**src/rtl/alu_iter_if.sv**
```systemverilog
// -----------------------------------------------------------------------------
// alu_iter_if
// Purpose : groups the request/response signals of the iterative ALU so the
//           requester and the ALU connect through a single port.
// Signals : start  - request, sampled on a clk edge while busy=0
//           gin    - 3-bit ALU control code
//           a, b   - operands (b is also the shift source)
//           shamt  - shift amount
//           busy   - high while a multi-cycle shift is iterating
//           done   - one-cycle completion pulse
//           result - registered result, held until the next completion
//           zout   - registered (result == 0)
// Modports: master drives the request side, slave (the ALU) drives the
//           response side.
// -----------------------------------------------------------------------------
interface alu_iter_if #(
  parameter int WIDTH   = 32,
  parameter int SHAMT_W = 5
);
  logic               start;
  logic [2:0]         gin;
  logic [WIDTH-1:0]   a;
  logic [WIDTH-1:0]   b;
  logic [SHAMT_W-1:0] shamt;
  logic               busy;
  logic               done;
  logic [WIDTH-1:0]   result;
  logic               zout;

  modport master (
    output start, gin, a, b, shamt,
    input  busy, done, result, zout
  );

  modport slave (
    input  start, gin, a, b, shamt,
    output busy, done, result, zout
  );
endinterface

```
**src/rtl/alu_iter.sv**
```systemverilog
// -----------------------------------------------------------------------------
// alu_iter
// Purpose : multi-cycle integer ALU fed by the ALU control decoder.
//           add/sub/and/or/slt finish in one cycle; srl shifts right one bit per
//           cycle on an iterative shifter (no barrel shifter in the datapath).
// Ports   : clk   - rising-edge clock
//           rst_n - asynchronous active-low reset
//           bus   - alu_iter_if.slave (start/gin/a/b/shamt in,
//                   busy/done/result/zout out)
// Codes   : 010 add, 110 sub, 000 and, 001 or, 111 slt (signed), 011 srl.
//           100/101 give result=0, zout=1 in one cycle.
// Config  : define ALU_SRA_EN to make gin=100 an arithmetic right shift (sra)
//           sharing the srl iteration path and latency.
// Latency : 1 edge for non-shift ops and for shifts by 0 or 1; shamt edges for
//           shifts by 2 or more.
// -----------------------------------------------------------------------------
module alu_iter #(
  parameter int WIDTH   = 32,
  parameter int SHAMT_W = 5
) (
  input  logic       clk,
  input  logic       rst_n,
  alu_iter_if.slave  bus
);

  typedef enum logic [1:0] {S_IDLE, S_SHIFT, S_DONE} state_t;

  state_t             r_state;
  logic [WIDTH-1:0]   r_acc;
  logic [SHAMT_W-1:0] r_cnt;
  logic [WIDTH-1:0]   r_result;
  logic               r_zout;

  logic               w_accept;
  logic               w_is_shift;
  logic               w_long;
  logic               w_fill_in;
  logic               w_fill_cur;
  logic [WIDTH-1:0]   w_fast;
  logic [WIDTH-1:0]   w_acc_nxt;

  // One-bit right shift with a caller-supplied fill bit (0 for srl, sign for sra).
  function automatic logic [WIDTH-1:0] f_shr1(input logic [WIDTH-1:0] v,
                                              input logic fill);
    return {fill, v[WIDTH-1:1]};
  endfunction

  // Single-cycle results; shifts only reach here with shamt of 0 or 1,
  // so shamt[0] alone selects between pass-through and a one-bit shift.
  function automatic logic [WIDTH-1:0] f_fast(input logic [2:0]       g,
                                              input logic [WIDTH-1:0] a,
                                              input logic [WIDTH-1:0] b,
                                              input logic             sh1);
    case (g)
      3'b010:  return a + b;
      3'b110:  return a - b;
      3'b000:  return a & b;
      3'b001:  return a | b;
      3'b111:  return {{(WIDTH-1){1'b0}}, ($signed(a) < $signed(b))};
      3'b011:  return sh1 ? {1'b0, b[WIDTH-1:1]} : b;
`ifdef ALU_SRA_EN
      3'b100:  return sh1 ? {b[WIDTH-1], b[WIDTH-1:1]} : b;
`endif
      default: return '0;
    endcase
  endfunction

  assign w_accept = bus.start && (r_state != S_SHIFT);

`ifdef ALU_SRA_EN
  logic r_fill;

  assign w_is_shift = (bus.gin == 3'b011) || (bus.gin == 3'b100);
  assign w_fill_in  = (bus.gin == 3'b100) && bus.b[WIDTH-1];
  assign w_fill_cur = r_fill;

  // Sign fill is constant for the whole shift, so it is captured once at accept.
  always_ff @(posedge clk or negedge rst_n) begin
    if (!rst_n) begin
      r_fill <= 1'b0;
    end else if (w_accept) begin
      r_fill <= w_fill_in;
    end
  end
`else
  assign w_is_shift = (bus.gin == 3'b011);
  assign w_fill_in  = 1'b0;
  assign w_fill_cur = 1'b0;
`endif

  // Shifts by 2+ iterate; the accept edge already performs the first bit.
  assign w_long    = w_is_shift && (bus.shamt > SHAMT_W'(1));
  assign w_fast    = f_fast(bus.gin, bus.a, bus.b, bus.shamt[0]);
  assign w_acc_nxt = f_shr1(r_acc, w_fill_cur);

  always_ff @(posedge clk or negedge rst_n) begin
    if (!rst_n) begin
      r_state  <= S_IDLE;
      r_acc    <= '0;
      r_cnt    <= '0;
      r_result <= '0;
      r_zout   <= 1'b0;
    end else begin
      case (r_state)
        S_IDLE, S_DONE: begin
          if (w_accept) begin
            if (w_long) begin
              r_acc   <= f_shr1(bus.b, w_fill_in);
              r_cnt   <= bus.shamt - SHAMT_W'(1);
              r_state <= S_SHIFT;
            end else begin
              r_result <= w_fast;
              r_zout   <= (w_fast == '0);
              r_state  <= S_DONE;
            end
          end else begin
            r_state <= S_IDLE;
          end
        end
        S_SHIFT: begin
          r_acc <= w_acc_nxt;
          r_cnt <= r_cnt - SHAMT_W'(1);
          // Last remaining bit: commit the final shifted value directly.
          if (r_cnt == SHAMT_W'(1)) begin
            r_result <= w_acc_nxt;
            r_zout   <= (w_acc_nxt == '0);
            r_state  <= S_DONE;
          end
        end
        default: r_state <= S_IDLE;
      endcase
    end
  end

  assign bus.busy   = (r_state == S_SHIFT);
  assign bus.done   = (r_state == S_DONE);
  assign bus.result = r_result;
  assign bus.zout   = r_zout;

endmodule
```
**src/flat_wrapper.sv**
```systemverilog
// flat-port wrapper written by rule: the top's interface ports become plain ports
module alu_iter_flat 
#(
  parameter int WIDTH   = 32,
  parameter int SHAMT_W = 5
)
  (clk, rst_n, bus_start, bus_gin, bus_a, bus_b, bus_shamt, bus_busy, bus_done, bus_result, bus_zout);
  alu_iter_if #(.WIDTH(WIDTH), .SHAMT_W(SHAMT_W)) bus_i ();
  input  logic clk;
  input  logic rst_n;
  input wire logic [$bits(bus_i.start)-1:0] bus_start;
  input wire logic [$bits(bus_i.gin)-1:0] bus_gin;
  input wire logic [$bits(bus_i.a)-1:0] bus_a;
  input wire logic [$bits(bus_i.b)-1:0] bus_b;
  input wire logic [$bits(bus_i.shamt)-1:0] bus_shamt;
  output wire logic [$bits(bus_i.busy)-1:0] bus_busy;
  output wire logic [$bits(bus_i.done)-1:0] bus_done;
  output wire logic [$bits(bus_i.result)-1:0] bus_result;
  output wire logic [$bits(bus_i.zout)-1:0] bus_zout;
  assign bus_i.start = bus_start;
  assign bus_i.gin = bus_gin;
  assign bus_i.a = bus_a;
  assign bus_i.b = bus_b;
  assign bus_i.shamt = bus_shamt;
  assign bus_busy = bus_i.busy;
  assign bus_done = bus_i.done;
  assign bus_result = bus_i.result;
  assign bus_zout = bus_i.zout;
  alu_iter #(.WIDTH(WIDTH), .SHAMT_W(SHAMT_W)) u_core (.clk(clk), .rst_n(rst_n), .bus(bus_i));
endmodule
```
**config.mk**
```make
export PLATFORM = sky130hd
export DESIGN_NAME = alu_iter_flat
export DESIGN_NICKNAME = d
export VERILOG_FILES = /design/src/rtl/alu_iter_if.sv /design/src/rtl/alu_iter.sv /design/src/flat_wrapper.sv
export SDC_FILE = /design/constraint.sdc
export NUM_CORES = 1
export LEC_CHECK = 0
export BUFFER_PORTS_ARGS = -buffer_cell sky130_fd_sc_hd__buf_4
export CAP_MARGIN = 15
export CORE_AREA = 5 5 137 139
export DETAILED_ROUTE_END_ITERATION = 10
export DIE_AREA = 0 0 142 144
export GPL_TIMING_DRIVEN = 1
export PLACE_DENSITY_LB_ADDON = 0.05
export SYNTH_ARGS = -nofsm -noshare
export SYNTH_HDL_FRONTEND = slang
export SYNTH_SLANG_ARGS = --single-unit
```
**constraint.sdc**
```tcl
create_clock -name clk -period 5 [get_ports clk]
set_input_delay 1 -clock clk [delete_from_list [all_inputs] [get_ports clk]]
set_output_delay 1 -clock clk [all_outputs]
set_load 0.02 [all_outputs]
```
== Word level (Yosys, flattened, before mapping) ==
Cells that the tools add are included.
Cells by class
  $add $sub $neg: 4
  equality and inequality tests: 13
  magnitude comparators: 2
  reductions and logical operators: 10
  bitwise gates (word level): 2
  mux-type cells: 20
Operators by type and width (count)
  two-way mux 32 bit: 6
  one-hot mux 32 bit (6 select lines): 1
  one-hot mux 32 bit (2 select lines): 2
  logical NOT 32 bit: 2
  adder 32 bit: 1
  bitwise AND 32 bit: 1
  less-than comparator 32 bit: 1
  OR 32 bit: 1
  subtractor 32 bit: 1
  two-way mux 5 bit: 2
  one-hot mux 5 bit (2 select lines): 1
  subtractor 5 x 1 -> 5 bit (second input constant): 2
  inequality test 2 x 1 -> 1 bit (second input constant): 4
  equality test 3 x 2 -> 1 bit (second input constant): 2
  equality test 3 bit (second input constant): 2
  two-way mux 2 bit: 3
  equality test 5 x 1 -> 1 bit (second input constant): 1
  > comparator 5 x 1 -> 1 bit (second input constant): 1
  one-hot mux 2 bit (2 select lines): 1
  AND reduction 4 bit: 1
  equality test 3 x 1 -> 1 bit (second input constant): 1
  logical NOT 3 bit: 1
  two-way mux 1 bit: 3
  AND reduction 3 bit: 1
  8 further kinds: 9
Word-level totals
  output and inout port bits: 35
  register bits after elaboration: 72
  input port bits: 75

== Logic depth before layout (Yosys ltp) ==
  word-level depth: 6
  mapped depth: 15
  mapped depth without buffers: 15

== Worst setup path before layout ==
No wires, ideal clock.
  kind: input port to flip-flop
  from: in bus_b[0]
  to: reg u_core.r_zout, in the netlist u_core.bus.zout
  data required time: 4.908 ns
  stages on the path: 13
  arrival: 3.928 ns
  path slack: 0.980 ns
  cells stage by stage: ha_1 > fa_1 > a21o_1 > a221o_1 > a21o_1 > a2111oi_4 > o31ai_2 > a2111oi_4 > a2111oi_0 > a311o_1 > nor3_1 > nand4_1 > o31ai_2
Between the ends
  longest elaborated chain between the ends: 6
  elaborated cells between the ends (all ways): 11
RTL lines
  start, declared: RTL line flat_wrapper.sv:14  | input wire logic [$bits(bus_i.b)-1:0] bus_b;
  subtractor 32 bit (tied with other cells): RTL line alu_iter.sv:56  | 3'b110: return a - b;
  one-hot mux 32 bit (6 select lines) *: RTL line alu_iter.sv:54  | case (g)
  logical NOT 32 bit *: RTL line alu_iter.sv:113  | r_zout <= (w_fast == '0);
  two-way mux 1 bit *: RTL line alu_iter.sv:107  | if (w_long) begin
  two-way mux 1 bit *: RTL line alu_iter.sv:106  | if (w_accept) begin
  one-hot mux 1 bit (2 select lines) *: RTL line alu_iter.sv:104  | case (r_state)
  end signal, assigned: RTL line alu_iter.sv:113
  end signal, assigned: RTL line alu_iter.sv:126  | r_zout <= (w_acc_nxt == '0);
  end, declared: RTL line alu_iter.sv:32  | logic r_zout;
Mark *: on every way between the ends. The rest lies on a longest branch, timed or not. The select of a mux whose other input is x is not followed.
A chain may end at the register's enable or synchronous reset.

== Worst setup path after layout ==
  from: in bus_b[4]
  to: reg u_core.r_zout, in the netlist u_core.bus.zout
Same word-level chain as after synthesis.

==> flow_summary_export.csv <==
group,metric,value,unit
global_route,grt_max_degree,71,
yosys,synth_top_area_share,18.7,%
detailed_routing,wl_met2,15000,µm
critical_path,required,5.23,ns
placement,place_ws,0.239,ns
die,rows,49,
yosys,synth.distinct_cells,77,
die,die_h,144,µm
status,status,"finished, final reports clean",
yosys,synthTopCellsByCount,"nand2_1, inv_1, ha_1",
detailed_routing,num_vias,10509,
placement,dp_hpwl,27200,µm
clocking,cts_sinks,70,
global_route,antenna_found_initial,0,
yosys,syn_nets,1463,
placement,gp_congestion,1.05,
yosys,yosysMostFrequentCell,"nand2_1",
clocking,cts_root_buf,"clkbuf_16",
flow_run,drv_cap,0,
yosys,async_flop_share,100,%
yosys,synth_area_leaders,"dfrtp_1, ha_1, nand2_1",
min_path,hold_path_class,"flip-flop to flip-flop",
die,die_w,142,µm
sta,layout_setup_ws,0.463,ns
critical_path,crit_family,"compound AO/OA/AOI/OAI gates",
detailed_routing,dr.first_iter.drc_count,1141,
power_and_ir_drop,power_density,269,nW/µm²
final_layout,fin_util,60.9,%
sta,hold_viol,0,
critical_path,cpPeakStageDelay,0.67,ns
global_route,grt_pass1_wl,54900,µm
critical_path,path_cells,"buf_4, inv_1, ha_1, or4_1, a2111oi_2, nor3_2, a211oi_1, a21oi_1, nor3_1, o22ai_1, xnor2_1, o221ai_1, o31ai_2",
detailed_routing,dr_wl_met3,3570,µm
critical_path,reg2regPathDepth,14,
critical_path,rrSetupSlack,1.84,ns
die,ios,110,
power_and_ir_drop,ir_drop,0.266,mV
detailed_routing,drc,0,
critical_path,critPathKind,"input port to flip-flop",
yosys,synth-seq-cells,70,
final_layout,fillers,1701,
clocking,cts_buffers,9,
final_layout,final_layout_size_suffix_gt1_share,13.2,%
die,start_util,53.4,%
yosys,netlist_area,9370,µm²
critical_path,crit_cells,13,
clocking,post-cts-setup-buffers,0,
sta,min_period,4.54,ns
critical_path,slowest_stage,"or4_1",
final_layout,nets,1531,
final_layout,antenna_cells,0,
yosys,yosys_most_used_dff,"dfrtp_1",
critical_path,crit_buf_inv,2,
clocking,cts_tree,"done",
yosys,yosysTopAreaCell,"dfrtp_1",
die,die-area,20400,µm²
placement,io_buffers,109,
yosys,netlist_instances,1279,
global_route,track_usage,34.1,%
yosys,synth-edff-count,0,
critical_path,setup.worst_path.start_class,"input port",
detailed_routing,top_layer,"met4",
sta,relSlewSlack,37.5,%
power_and_ir_drop,p_leak,5.08,nW
clocking,htreeDepth,3,
clocking,cts_resized,0,
yosys,avgSynthCellArea,7.32,µm²
yosys,yosys_warnings,0,
detailed_routing,vias_per_cell,6.65,
global_route,grt_pass1_vias,9462,
sta,rsz0062_at_grt,"false",
final_layout,area_delta_synth_final,14.0,%
clocking,clkLatencyLatePin,0.33,ns
sta,slew_violations,0,
sta,fin_tns_setup,0,ns
critical_path,endpoint_kind,"flip-flop",
sta,fin_skew,0.00716,ns
detailed_routing,detail_route.wl_per_cell,22.6,µm
min_path,whs_path_depth,2,
clocking,cts.hold.buffers_added,0,
critical_path,arrival,4.77,ns
global_route,overflow,0,
sta,worstMarginPinSlew,0.937,ns
detailed_routing,ant_nets,0,
sta,setup_violations,0,
critical_path,cp_max_fo,10,
die,core-area,17500,µm²
yosys,yosysSeqAreaShare,18.7,%
detailed_routing,drt-met1-wl,15900,µm
clocking,cts_buffer_depth,2,
sta,post-route-period-util,90.7,%
clocking,path_clk_slew,0.06,ns
detailed_routing,first_pass_iters,5,
detailed_routing,routed_wl,35700,µm
sta,fmax,0.220,GHz
-- path summary, 6_finish.rpt --
check	startpoint	end
setup / recovery	bus_b[4]	u_core.bus.zout
hold / removal	u_core.r_acc[1]	u_core.r_acc[1]
setup reg to reg	u_core.r_cnt[1]	u_core.bus.zout
hold reg to reg	u_core.r_acc[1]	u_core.r_acc[1]
max in group asynchronous	rst_n	u_core.bus.result[22]
min in group asynchronous	rst_n	u_core.r_cnt[0]
-- routing by layer --
metal | track usage, % | up-vias
li1 | - | 4812
met4 | 11.5 | 0
met2 | 49.7 | 608
met1 | 52.0 | 5006
met3 | 4.13 | 83
met5 | 0 | -
-- cell families (layout without fill, tap and decap cells) --
family / after synthesis / after routing / synth area share [%]
compound gates: 441 / 441 / 32.2
flops: 70 / 70 / 18.7
fa+ha+maj: 109 / 109 / 14.7
buf+inv: 195 / 268 / 8.01
xor+xnor: 21 / 21 / 1.96
mux: 34 / 34 / 3.69
simple gates: 409 / 409 / 20.7
-- tightest hold or removal path, stage by stage, from the launching register on --
cell,delay [ns]
dfrtp_1,0.34
nand2_1,0.05
nand2_1,0.05
-- through the flow --
stage / power (mW) / instance area [µm²] / hold WS, ns / cells
CTS: 2.84 / 10700 / 0.481 / 1581
global placement: 2.20 / 10400 / 0.464 / 1565
detailed placement: 2.21 / 10400 / 0.466 / 1565
global route: 3.04 / 10700 / 0.499 / 1581
floorplan: 1.70 / 9370 / 0.447 / 1279
finish: 2.88 / 10700 / 0.479 / 1581
-- state kept, by name (all words and copies together) (netlist names) --
register / flops
u_core.bus.result: 32
u_core.r_acc: 30
u_core.r_cnt: 5
u_core.r_state: 2
u_core.bus.zout: 1
-- power breakdown --
part	internal (mW)	switching (mW)
Clock	0.397	0.238
Sequential	0.742	0.196
Combinational	0.497	0.807
Total	1.64	1.24
-- placed cells by master (no fill, tap or decap), drive strengths merged, types with 8 or more instances in the layout --
cell type and instances:
a2111oi 9, a211oi 33, a21o 19, a21oi 82, a22o 8, a22oi 56
a31oi 16, and2 8, and3 11, buf 140, clkbuf 10, dfrtp 70
ha 107, inv 111, mux2i 30, nand2 151, nand2b 15, nand3 20
nand4 19, nor2 83, nor2b 18, nor3 40, nor4 17, o21ai 92
o22ai 24, o31ai 12, xnor2 12, xor2 9
-- final cells by class --
| type | count | area [µm²] | share of cell area (%) |
|---|---|---|---|
| multi-input combinational | 1014 | 6870 | 64.3 |
| clock inverter | 6 | 61.3 | 0.574 |
| timing repair buffer | 140 | 1050 | 9.84 |
| tap | 229 | 287 | 2.68 |
| clock buffer | 10 | 239 | 2.24 |
| sequential | 70 | 1750 | 16.4 |
| inverter | 112 | 420 | 3.94 |
(Power assumes the default switching activity.)
